===== config.mk =====
export PLATFORM = sky130hd
export DESIGN_NAME = ps2_host_rx
export DESIGN_NICKNAME = d
export VERILOG_FILES = /design/src/rtl/ps2_host_rx.sv
export SDC_FILE = /design/constraint.sdc
export NUM_CORES = 1
export LEC_CHECK = 0
export CAP_MARGIN = 40
export CORE_ASPECT_RATIO = 0.7
export CORE_UTILIZATION = 39
export CTS_CLUSTER_SIZE = 24
export DETAILED_ROUTE_END_ITERATION = 12
export GPL_TIMING_DRIVEN = 0
export HOLD_SLACK_MARGIN = 0.02
export MAX_ROUTING_LAYER = met4
export PLACE_DENSITY = 0.64
export SYNTH_ARGS = -nofsm -noshare
export SYNTH_HDL_FRONTEND = slang
export SYNTH_SLANG_ARGS = --single-unit

===== constraint.sdc =====
create_clock -name clk_sys -period 3.4 [get_ports clk_sys]
set_clock_uncertainty 0.05 [all_clocks]
set_input_delay 0.68 -clock clk_sys [delete_from_list [all_inputs] [get_ports clk_sys]]
set_output_delay 0.68 -clock clk_sys [all_outputs]
set_load 0.02 [all_outputs]

===== src/rtl/ps2_host_rx.sv =====
// Host-side PS/2 receiver: synchronises and deglitches the line, deserialises 11-bit frames,
// buffers good bytes in a FIFO and folds E0/F0 prefixes into single key events.
module ps2_host_rx #(
  parameter int unsigned FILTER    = 4,
  parameter int unsigned TIMEOUT   = 4000,
  parameter int unsigned FIFO_BITS = 3
) (
  input  logic       clk_sys,
  input  logic       reset_n,
  input  logic       ps2_clk,
  input  logic       ps2_data,
  input  logic       rd,
  output logic [7:0] dout,
  output logic       valid,
  output logic       overflow,
  output logic       parity_err,
  output logic       frame_err,
  output logic       key_strobe,
  output logic [7:0] key_code,
  output logic       key_ext,
  output logic       key_release
);

  localparam int unsigned Depth = 2 ** FIFO_BITS;
  localparam int unsigned TmoW  = $clog2(TIMEOUT + 1);

  typedef enum logic [1:0] {StIdle, StData, StParity, StStop} state_e;

  // Line conditioning
  logic       clk_s1_q, clk_s2_q, dat_s1_q, dat_s2_q;
  logic       filt_q, filt_d;
  logic [3:0] fcnt_q, fcnt_d;
  logic       fall;

  // Frame FSM
  state_e            state_q, state_d;
  logic [2:0]        bit_cnt_q, bit_cnt_d;
  logic [7:0]        shift_q, shift_d;
  logic              par_q, par_d;
  logic [TmoW-1:0]   tmo_q, tmo_d;
  logic              good_q, good_d;
  logic              perr_q, perr_d;
  logic              ferr_q, ferr_d;
  logic              stop_bad;

  // FIFO
  logic [7:0]        mem_q [Depth];
  logic [FIFO_BITS:0] wptr_q, wptr_d, rptr_q, rptr_d;
  logic              empty, full, pop, push;
  logic              ovf_q, ovf_d;

  // Key decoder
  logic       ext_q, ext_d, rel_q, rel_d;
  logic       kstb_q, kstb_d;
  logic [7:0] kcode_q, kcode_d;
  logic       kext_q, kext_d, krel_q, krel_d;

  // A level change is accepted only after FILTER consecutive differing samples.
  always_comb begin
    filt_d = filt_q;
    fcnt_d = '0;
    if (clk_s2_q != filt_q) begin
      if (fcnt_q == 4'(FILTER - 1)) begin
        filt_d = clk_s2_q;
      end else begin
        fcnt_d = fcnt_q + 4'd1;
      end
    end
  end

  assign fall = filt_q & ~filt_d;

  always_comb begin
    state_d   = state_q;
    bit_cnt_d = bit_cnt_q;
    shift_d   = shift_q;
    par_d     = par_q;
    tmo_d     = '0;
    good_d    = 1'b0;
    perr_d    = 1'b0;
    ferr_d    = 1'b0;
    stop_bad  = 1'b0;
    if (state_q != StIdle) begin
      tmo_d = tmo_q + 1'b1;
    end
    unique case (state_q)
      StIdle: begin
        if (fall && !dat_s2_q) begin
          state_d   = StData;
          bit_cnt_d = '0;
          shift_d   = '0;
        end
      end
      StData: begin
        if (fall) begin
          shift_d   = {dat_s2_q, shift_q[7:1]};
          bit_cnt_d = bit_cnt_q + 3'd1;
          tmo_d     = '0;
          if (bit_cnt_q == 3'd7) begin
            state_d = StParity;
          end
        end
      end
      StParity: begin
        if (fall) begin
          par_d   = dat_s2_q;
          tmo_d   = '0;
          state_d = StStop;
        end
      end
      StStop: begin
        if (fall) begin
          state_d = StIdle;
          tmo_d   = '0;
          if (!dat_s2_q) begin
            ferr_d   = 1'b1;
            stop_bad = 1'b1;
          end else if (^{shift_q, par_q}) begin
            good_d = 1'b1;
          end else begin
            perr_d   = 1'b1;
            stop_bad = 1'b1;
          end
        end
      end
      default: state_d = StIdle;
    endcase
    // An edge in the same cycle as expiry counts as progress, not an abort.
    if (state_q != StIdle && !fall && tmo_q == TmoW'(TIMEOUT - 1)) begin
      state_d = StIdle;
      tmo_d   = '0;
      ferr_d  = 1'b1;
    end
  end

  // The completed byte stays in shift_q while IDLE, so good_q can write it directly.
  assign empty = (wptr_q == rptr_q);
  assign full  = (wptr_q[FIFO_BITS] != rptr_q[FIFO_BITS]) &&
                 (wptr_q[FIFO_BITS-1:0] == rptr_q[FIFO_BITS-1:0]);
  assign pop   = rd && !empty;
  assign push  = good_q && (!full || pop);

  always_comb begin
    wptr_d = wptr_q;
    rptr_d = rptr_q;
    ovf_d  = good_q && full && !pop;
    if (push) begin
      wptr_d = wptr_q + 1'b1;
    end
    if (pop) begin
      rptr_d = rptr_q + 1'b1;
    end
  end

  always_comb begin
    ext_d   = ext_q;
    rel_d   = rel_q;
    kstb_d  = 1'b0;
    kcode_d = kcode_q;
    kext_d  = kext_q;
    krel_d  = krel_q;
    if (good_q) begin
      if (shift_q == 8'hE0) begin
        ext_d = 1'b1;
      end else if (shift_q == 8'hF0) begin
        rel_d = 1'b1;
      end else begin
        kstb_d  = 1'b1;
        kcode_d = shift_q;
        kext_d  = ext_q;
        krel_d  = rel_q;
        ext_d   = 1'b0;
        rel_d   = 1'b0;
      end
    end
    if (stop_bad) begin
      ext_d = 1'b0;
      rel_d = 1'b0;
    end
  end

  always_ff @(posedge clk_sys or negedge reset_n) begin
    if (!reset_n) begin
      clk_s1_q  <= 1'b1;
      clk_s2_q  <= 1'b1;
      dat_s1_q  <= 1'b1;
      dat_s2_q  <= 1'b1;
      filt_q    <= 1'b1;
      fcnt_q    <= '0;
      state_q   <= StIdle;
      bit_cnt_q <= '0;
      shift_q   <= '0;
      par_q     <= 1'b0;
      tmo_q     <= '0;
      good_q    <= 1'b0;
      perr_q    <= 1'b0;
      ferr_q    <= 1'b0;
      wptr_q    <= '0;
      rptr_q    <= '0;
      ovf_q     <= 1'b0;
      ext_q     <= 1'b0;
      rel_q     <= 1'b0;
      kstb_q    <= 1'b0;
      kcode_q   <= '0;
      kext_q    <= 1'b0;
      krel_q    <= 1'b0;
    end else begin
      clk_s1_q  <= ps2_clk;
      clk_s2_q  <= clk_s1_q;
      dat_s1_q  <= ps2_data;
      dat_s2_q  <= dat_s1_q;
      filt_q    <= filt_d;
      fcnt_q    <= fcnt_d;
      state_q   <= state_d;
      bit_cnt_q <= bit_cnt_d;
      shift_q   <= shift_d;
      par_q     <= par_d;
      tmo_q     <= tmo_d;
      good_q    <= good_d;
      perr_q    <= perr_d;
      ferr_q    <= ferr_d;
      wptr_q    <= wptr_d;
      rptr_q    <= rptr_d;
      ovf_q     <= ovf_d;
      ext_q     <= ext_d;
      rel_q     <= rel_d;
      kstb_q    <= kstb_d;
      kcode_q   <= kcode_d;
      kext_q    <= kext_d;
      krel_q    <= krel_d;
    end
  end

  always_ff @(posedge clk_sys) begin
    if (push) begin
      mem_q[wptr_q[FIFO_BITS-1:0]] <= shift_q;
    end
  end

  assign valid       = !empty;
  assign dout        = valid ? mem_q[rptr_q[FIFO_BITS-1:0]] : 8'h00;
  assign overflow    = ovf_q;
  assign parity_err  = perr_q;
  assign frame_err   = ferr_q;
  assign key_strobe  = kstb_q;
  assign key_code    = kcode_q;
  assign key_ext     = kext_q;
  assign key_release = krel_q;

endmodule


==> results.json, run 1 <==
{
  "cp.required_ns": 2.67,
  "path_clk_slew_ns": 0.06,
  "ant_nets": 0,
  "setup-violations-final": 0,
  "cp_max_fo": 10,
  "critPathTopFamily": "buffers and inverters",
  "r2r_cells": 7,
  "grt_use_met1_pct": 21.90,
  "dr.pass1.iters": 4,
  "syn_to_final_growth_pct": 21.23,
  "fin_crit_ns": 3.190,
  "path_cells": "buf_1 > mux2i_1 > nor2_1 > clkdlybuf4s50_1",
  "pwr-share-seq_pct": 38.5,
  "postSynthAreaPerCell_um2": 13.82,
  "cts_inserted_buffers": 17,
  "ir_drop_v": 0.0003290,
  "grt_first_pass_wirelength_mm": 17.02,
  "max_cap_violations": 0,
  "ctsLongestPathBuffers": 2,
  "critPathCaptureType": "output pin",
  "tritoncts": "yes",
  "design.core.area_mm2": 0.01323,
  "first_global_vias": 3256,
  "ys.warnings.count": 0,
  "cp_num_cells": 4,
  "tightest_slew_ns": 0.8849,
  "async_flop_share_pct": 48.39,
  "grt_remaining_overflow": 0,
  "start_util_pct": 40.11,
  "synth.net_count": 399,
  "post-route-period-util_pct": 93.83,
  "die_width_um": 141.4,
  "wl_per_cell_um": 16.03,
  "crit_slowest_cell": "buf_1",
  "seq_area_frac_synth_pct": 64.65,
  "grt_usage_pct": 16.82,
  "globalplace.congestion": 0.7493,
  "clkPwrFrac_pct": 36.2,
  "drive_gt1_share_pct": 18.79,
  "use_met2_pct": 25.55,
  "drc": 0,
  "routed_wl_mm": 10.13,
  "io_buffers": 27,
  "synth_ff_type": "edfxtp_1",
  "hold_buffers": 0,
  "critical_path_class": "reg2out",
  "grt_util_met3_pct": 4.670,
  "ys_seq_elements": 124,
  "synth_top_area_cell": "edfxtp_1",
  "slew_headroom_pct": 41.01,
  "switching_power_mw": 1.412,
  "synth_area_leaders": "edfxtp_1 (36%), dfrtp_1 (26%), mux4_2 (6.8%), nand2_1 (4.2%), xnor2_1 (2.8%)",
  "post-route-util_pct": 48.63,
  "dr.first_iter.drc_count": 166,
  "intPower_mw": 3.171,
  "worst_hold_slack_ns": 0.1781,
  "comb_power_share_pct": 25.2,
  "rsz0062_at_grt": "false",
  "p_per_area_mw_per_mm2": 712.6,
  "cts_root_buffer": "clkbuf_16",
  "crit_path_max_incr_delay_ns": 0.68,
  "hpwl_mm": 6.980,
  "worst-path-buf-inv": 2,
  "hold_class": "in2async",
  "outcome": "finished clean",
  "synthDistinctLibCells": 48,
  "max_freq_ghz": 0.3134,
  "yosysTopAreaCellShare_pct": 36.23,
  "top_usage_layer": "met2",
  "slew_violations": 0,
  "hold_viol_final": 0,
  "die_h_um": 99.58,
  "antenna_found_initial": 0,
  "syn-cell-area_mm2": 0.005305,
  "swShare_pct": 30.81,
  "clk_latency_ns": 0.42,
  "layout.nets": 449,
  "h-tree-depth": 4,
  "cts_sinks": 124,
  "crit_path_start_kind": "flip-flop",
  "io_pins": 28,
  "n_antenna_cell": 0,
  "cp.arrival_ns": 2.46,
  "num_rows": 35,
  "vias_per_cell": 4.978,
  "cts_setup_buffers": 0,
  "vias": 3146,
  "p_leak_nw": 2.498,
  "synth_edf_count": 64,
  "dieArea_mm2": 0.01408,
  "syn_inst": 384,
  "grt_max_degree": 39
}
through the flow:
step / power, mW / cells / setup WS (ns) / setup TNS (ns) / area (um^2)
after floorplan: 2.602 / 384 / 0.9669 / 0 / 5305
after global placement: 2.942 / 596 / -0.3316 / -18.22 / 5807
after detailed placement: 2.979 / 602 / 0.2656 / 0 / 5883
after CTS: 4.622 / 632 / 0.1081 / 0 / 6425
after global routing: 4.812 / 632 / 0.06222 / 0 / 6431
final: 4.583 / 632 / 0.2097 / 0 / 6431
synth_stat cells, types with 2 or more instances:
master,count
nor3_1,6
mux2_1,2
and3_1,2
clkbuf_1,7
a21oi_1,4
inv_1,6
dfrtp_1,55
buf_2,8
nand3b_1,3
o21ai_0,15
mux2_2,2
mux4_2,16
nor4_1,2
nor2b_1,4
edfxtp_1,64
mux2i_1,8
or3_1,3
ha_1,10
nor2_1,23
a21o_1,3
nor4b_1,2
nand2b_1,4
dfstp_2,5
nand2_1,59
xor2_1,10
xnor2_2,2
and2_1,3
nor3b_1,3
xnor2_1,17
nand3_1,9
nand4_1,9
inv_2,2
layer usage:
layer  share of wire (%)  vias up
met5                   0        -
met4                 1.3        0
met3                 3.0       14
met2                  47       56
met1                  48     1593
li1                    -     1483
final timing paths:
check                           from     endpoint  slack (ns)
max in group asynchronous    reset_n   shift_q[0]        2.53
hold / removal               reset_n     tmo_q[1]        0.18
setup / recovery           rptr_q[2]      dout[6]        0.21
setup reg to reg           rptr_q[1]  mem_q[5][2]        0.81
min in group clk_sys        dat_s1_q     dat_s2_q        0.31
hold reg to reg             dat_s1_q     dat_s2_q        0.31
registers in the layout (all words and copies together) (netlist names), 2 cells and up:
signal and count:
wptr_q 4, mem_q 64, key_code 8, bit_cnt_q 3
fcnt_q 4, tmo_q 12, state_q 2, shift_q 8
rptr_q 4
placed cells by master, fill, tap and decap left out, types with 5 or more instances in the layout:
cell type        netlist  final
clkbuf_16              0     17
inv_6                  0      7
dfstp_2                5      5
nand3_1                9      9
nor2_1                23     23
dfrtp_1               55     55
nor3_1                 6      6
nand2_1               59     59
buf_2                  8      9
xnor2_1               17     17
clkbuf_1               7      6
mux4_2                16     16
o21ai_0               15     15
xor2_1                10     10
nand4_1                9      9
mux2i_1                8      8
ha_1                  10     10
clkdlybuf4s50_1        0     26
inv_1                  6      6
edfxtp_1              64     64
cells by family after synthesis:
family,after synthesis,synth area share [%]
AOI/OAI and AO/OA,31,3.986
xor gates and xnor gates,30,5.590
adders and majority gates,10,2.358
DFF,124,64.65
muxes,28,9.151
buffers and inverters,26,2.123
and+or+nand+nor,135,12.15
final cells by class:
class                   instances  area (um^2)
flip-flops and latches        124         3430
plain buffers                  16        80.08
well taps                     185        231.5
inverters                       8        30.03
multi-input cells             234         1792
fillers                      1164         6794
repair buffers                 33        317.8
clock buffers                  17        425.4
clock inverters                15        125.1
repair_timing:
| action | 4_1_cts | 5_1_grt |
|---|---|---|
| setup endpoints to repair | 8 | 3 |
| pin swaps | 0 | 0 |
| resized for setup | 0 | 2 |
worst reg2reg max path: stages, from the launching register on:
cell and delay [ns]:
dfrtp_1 0.38, clkbuf_4 0.27, xnor2_1 0.19, nand3_1 0.12, or3_1 0.14, nand2_1 0.13
nor3_1 0.70, buf_2 0.32
power groups by stage:
stage / clock network [mW] / logic, mW / registers [mW]
final: 1.66 / 1.16 / 1.77
after global routing: 1.76 / 1.27 / 1.78
after detailed placement: 0 / 1.18 / 1.79
after floorplan: 0 / 0.827 / 1.78
after global placement: 0 / 1.15 / 1.79
after CTS: 1.69 / 1.17 / 1.77
Power figures use the tool's default switching activity.
==> run 2: changes to the inputs <==
--- a/config.mk
+++ b/config.mk
@@ -12,7 +12,6 @@
 export DETAILED_ROUTE_END_ITERATION = 12
 export GPL_TIMING_DRIVEN = 0
 export HOLD_SLACK_MARGIN = 0.02
-export MAX_ROUTING_LAYER = met4
 export PLACE_DENSITY = 0.64
 export SYNTH_ARGS = -nofsm -noshare
 export SYNTH_HDL_FRONTEND = slang
==> results.json, run 2 (synthesis results as in run 1) <==
{
  "grt_usage_pct": 16.28,
  "tightest_slew_ns": 0.8774,
  "critical_path_class": "reg2out",
  "finalPower_mw": 4.580,
  "fin_crit_ns": 3.171,
  "drc": 0,
  "multi_input_area_mm2": 0.001792,
  "vias": 3154,
  "cp_max_fo": 10,
  "tritoncts": "yes",
  "hold_viol_final": 0,
  "num_rows": 35,
  "vias_per_cell": 4.991,
  "clkPwrFrac_pct": 36.2,
  "cp.required_ns": 2.67,
  "critPathCaptureType": "output pin",
  "fill_cells": 1164,
  "max_freq_ghz": 0.3154,
  "grt_remaining_overflow": 0,
  "io_buffers": 27,
  "first_global_vias": 3268,
  "comb_power_share_pct": 25.2,
  "n_antenna_cell": 0,
  "post-route-period-util_pct": 93.27,
  "path_clk_slew_ns": 0.06,
  "pre_cts_ws_ns": 0.2656,
  "stdcell_count": 632,
  "p_per_area_mw_per_mm2": 712.2,
  "grt_first_pass_wirelength_mm": 16.99,
  "switching_power_mw": 1.409,
  "slew_headroom_pct": 41.51,
  "io_pins": 28,
  "max_cap_violations": 0,
  "clk_latency_ns": 0.41,
  "swShare_pct": 30.76,
  "die_h_um": 99.58,
  "slew_violations": 0,
  "cts_setup_buffers": 0,
  "h-tree-depth": 4,
  "mostFrequentLayoutCells": "edfxtp_1 (64), nand2_1 (59), dfrtp_1 (55)",
  "pwr-share-seq_pct": 38.6,
  "dr.first_iter.drc_count": 132,
  "layout_commonest_cell": "edfxtp_1",
  "rsz0062_at_grt": "false",
  "globalplace.congestion": 0.7401,
  "die_width_um": 141.4,
  "cts_root_buffer": "clkbuf_16",
  "largest_register_ff_count": 64,
  "drive_gt1_share_pct": 18.79,
  "p_leak_nw": 2.498,
  "cts_sinks": 124,
  "syn_to_final_growth_pct": 21.23,
  "grt_max_degree": 39,
  "dr.pass1.iters": 4,
  "ir_drop_v": 0.0003293,
  "design.core.area_mm2": 0.01323,
  "hold_class": "in2async",
  "layout.nets": 449,
  "seqCellArea_mm2": 0.003430,
  "crit_path_start_kind": "flip-flop",
  "setup-violations-final": 0,
  "routed_wl_mm": 10.14,
  "dieArea_mm2": 0.01408,
  "outcome": "finished clean",
  "antenna_found_initial": 0,
  "ctsLongestPathBuffers": 2,
  "start_util_pct": 40.11,
  "cts_inserted_buffers": 17,
  "wl_per_cell_um": 16.05,
  "intPower_mw": 3.172,
  "cp.arrival_ns": 2.44,
  "dp_cells": 602,
  "rrSetupSlack_ns": 0.81,
  "hpwl_mm": 6.980,
  "ant_nets": 0,
  "fin_ws_ns": 0.2290
}
## run 2: power groups by stage
stage | Clock [mW] | Combinational (mW) | Sequential [mW]
2_1_floorplan | 0 | 0.827 | 1.78
3_3_place_gp | 0 | 1.15 | 1.79
3_5_place_dp | 0 | 1.18 | 1.79
4_1_cts | 1.69 | 1.17 | 1.77
5_1_grt | 1.75 | 1.27 | 1.78
6_report | 1.66 | 1.16 | 1.77
## run 2: timing repair
action,in CTS,in global routing
gates resized for setup,0,2
hold buffers,0,0
endpoints found under the setup margin,8,2
## run 2: worst max-delay path: stages, from the launching register on
cell and delay, ns:
dfrtp_1 0.37, buf_1 0.67, mux2i_1 0.21, nor2_1 0.16, clkdlybuf4s50_1 0.62
## run 2: per-stage QoR
stage | cell area (um^2) | setup TNS [ns] | hold WS, ns | util, %
2_1_floorplan | 5305 | 0 | 0.2952 | -
3_3_place_gp | 5807 | -18.22 | 0.2968 | 43.91
3_5_place_dp | 5883 | 0 | 0.2975 | 44.48
4_1_cts | 6425 | 0 | 0.1837 | 48.58
5_1_grt | 6431 | 0 | 0.2169 | 48.63
6_report | 6431 | 0 | 0.1829 | 48.63
## run 2: path summary, 6_finish.rpt
path                       startpoint     endpoint  depth (start not counted)
min reg2reg                  dat_s1_q     dat_s2_q                          0
min in group clk_sys         dat_s1_q     dat_s2_q                          0
max in group asynchronous     reset_n    wptr_q[2]                          2
max                         rptr_q[2]      dout[6]                          4
min                           reset_n     tmo_q[1]                          1
max reg2reg                 rptr_q[1]  mem_q[5][2]                          7
## run 2: routing by layer
layer  up-vias  wire length, um  global-route usage [%]
li1       1484                -                       -
met1      1606             4917                   21.71
met2        51             4827                   25.67
met3        13              260                   4.237
met4         0              136                   6.286
met5         -                0                       0
## run 2: area by class of cell
class	count	share of cell area [%]
clock inverter	15	1.946
multi-input combinational	234	27.86
inverter	8	0.4669
timing repair buffer	33	4.942
clock buffer	17	6.615
sequential	124	53.33
tap	185	3.599
buffer	16	1.245
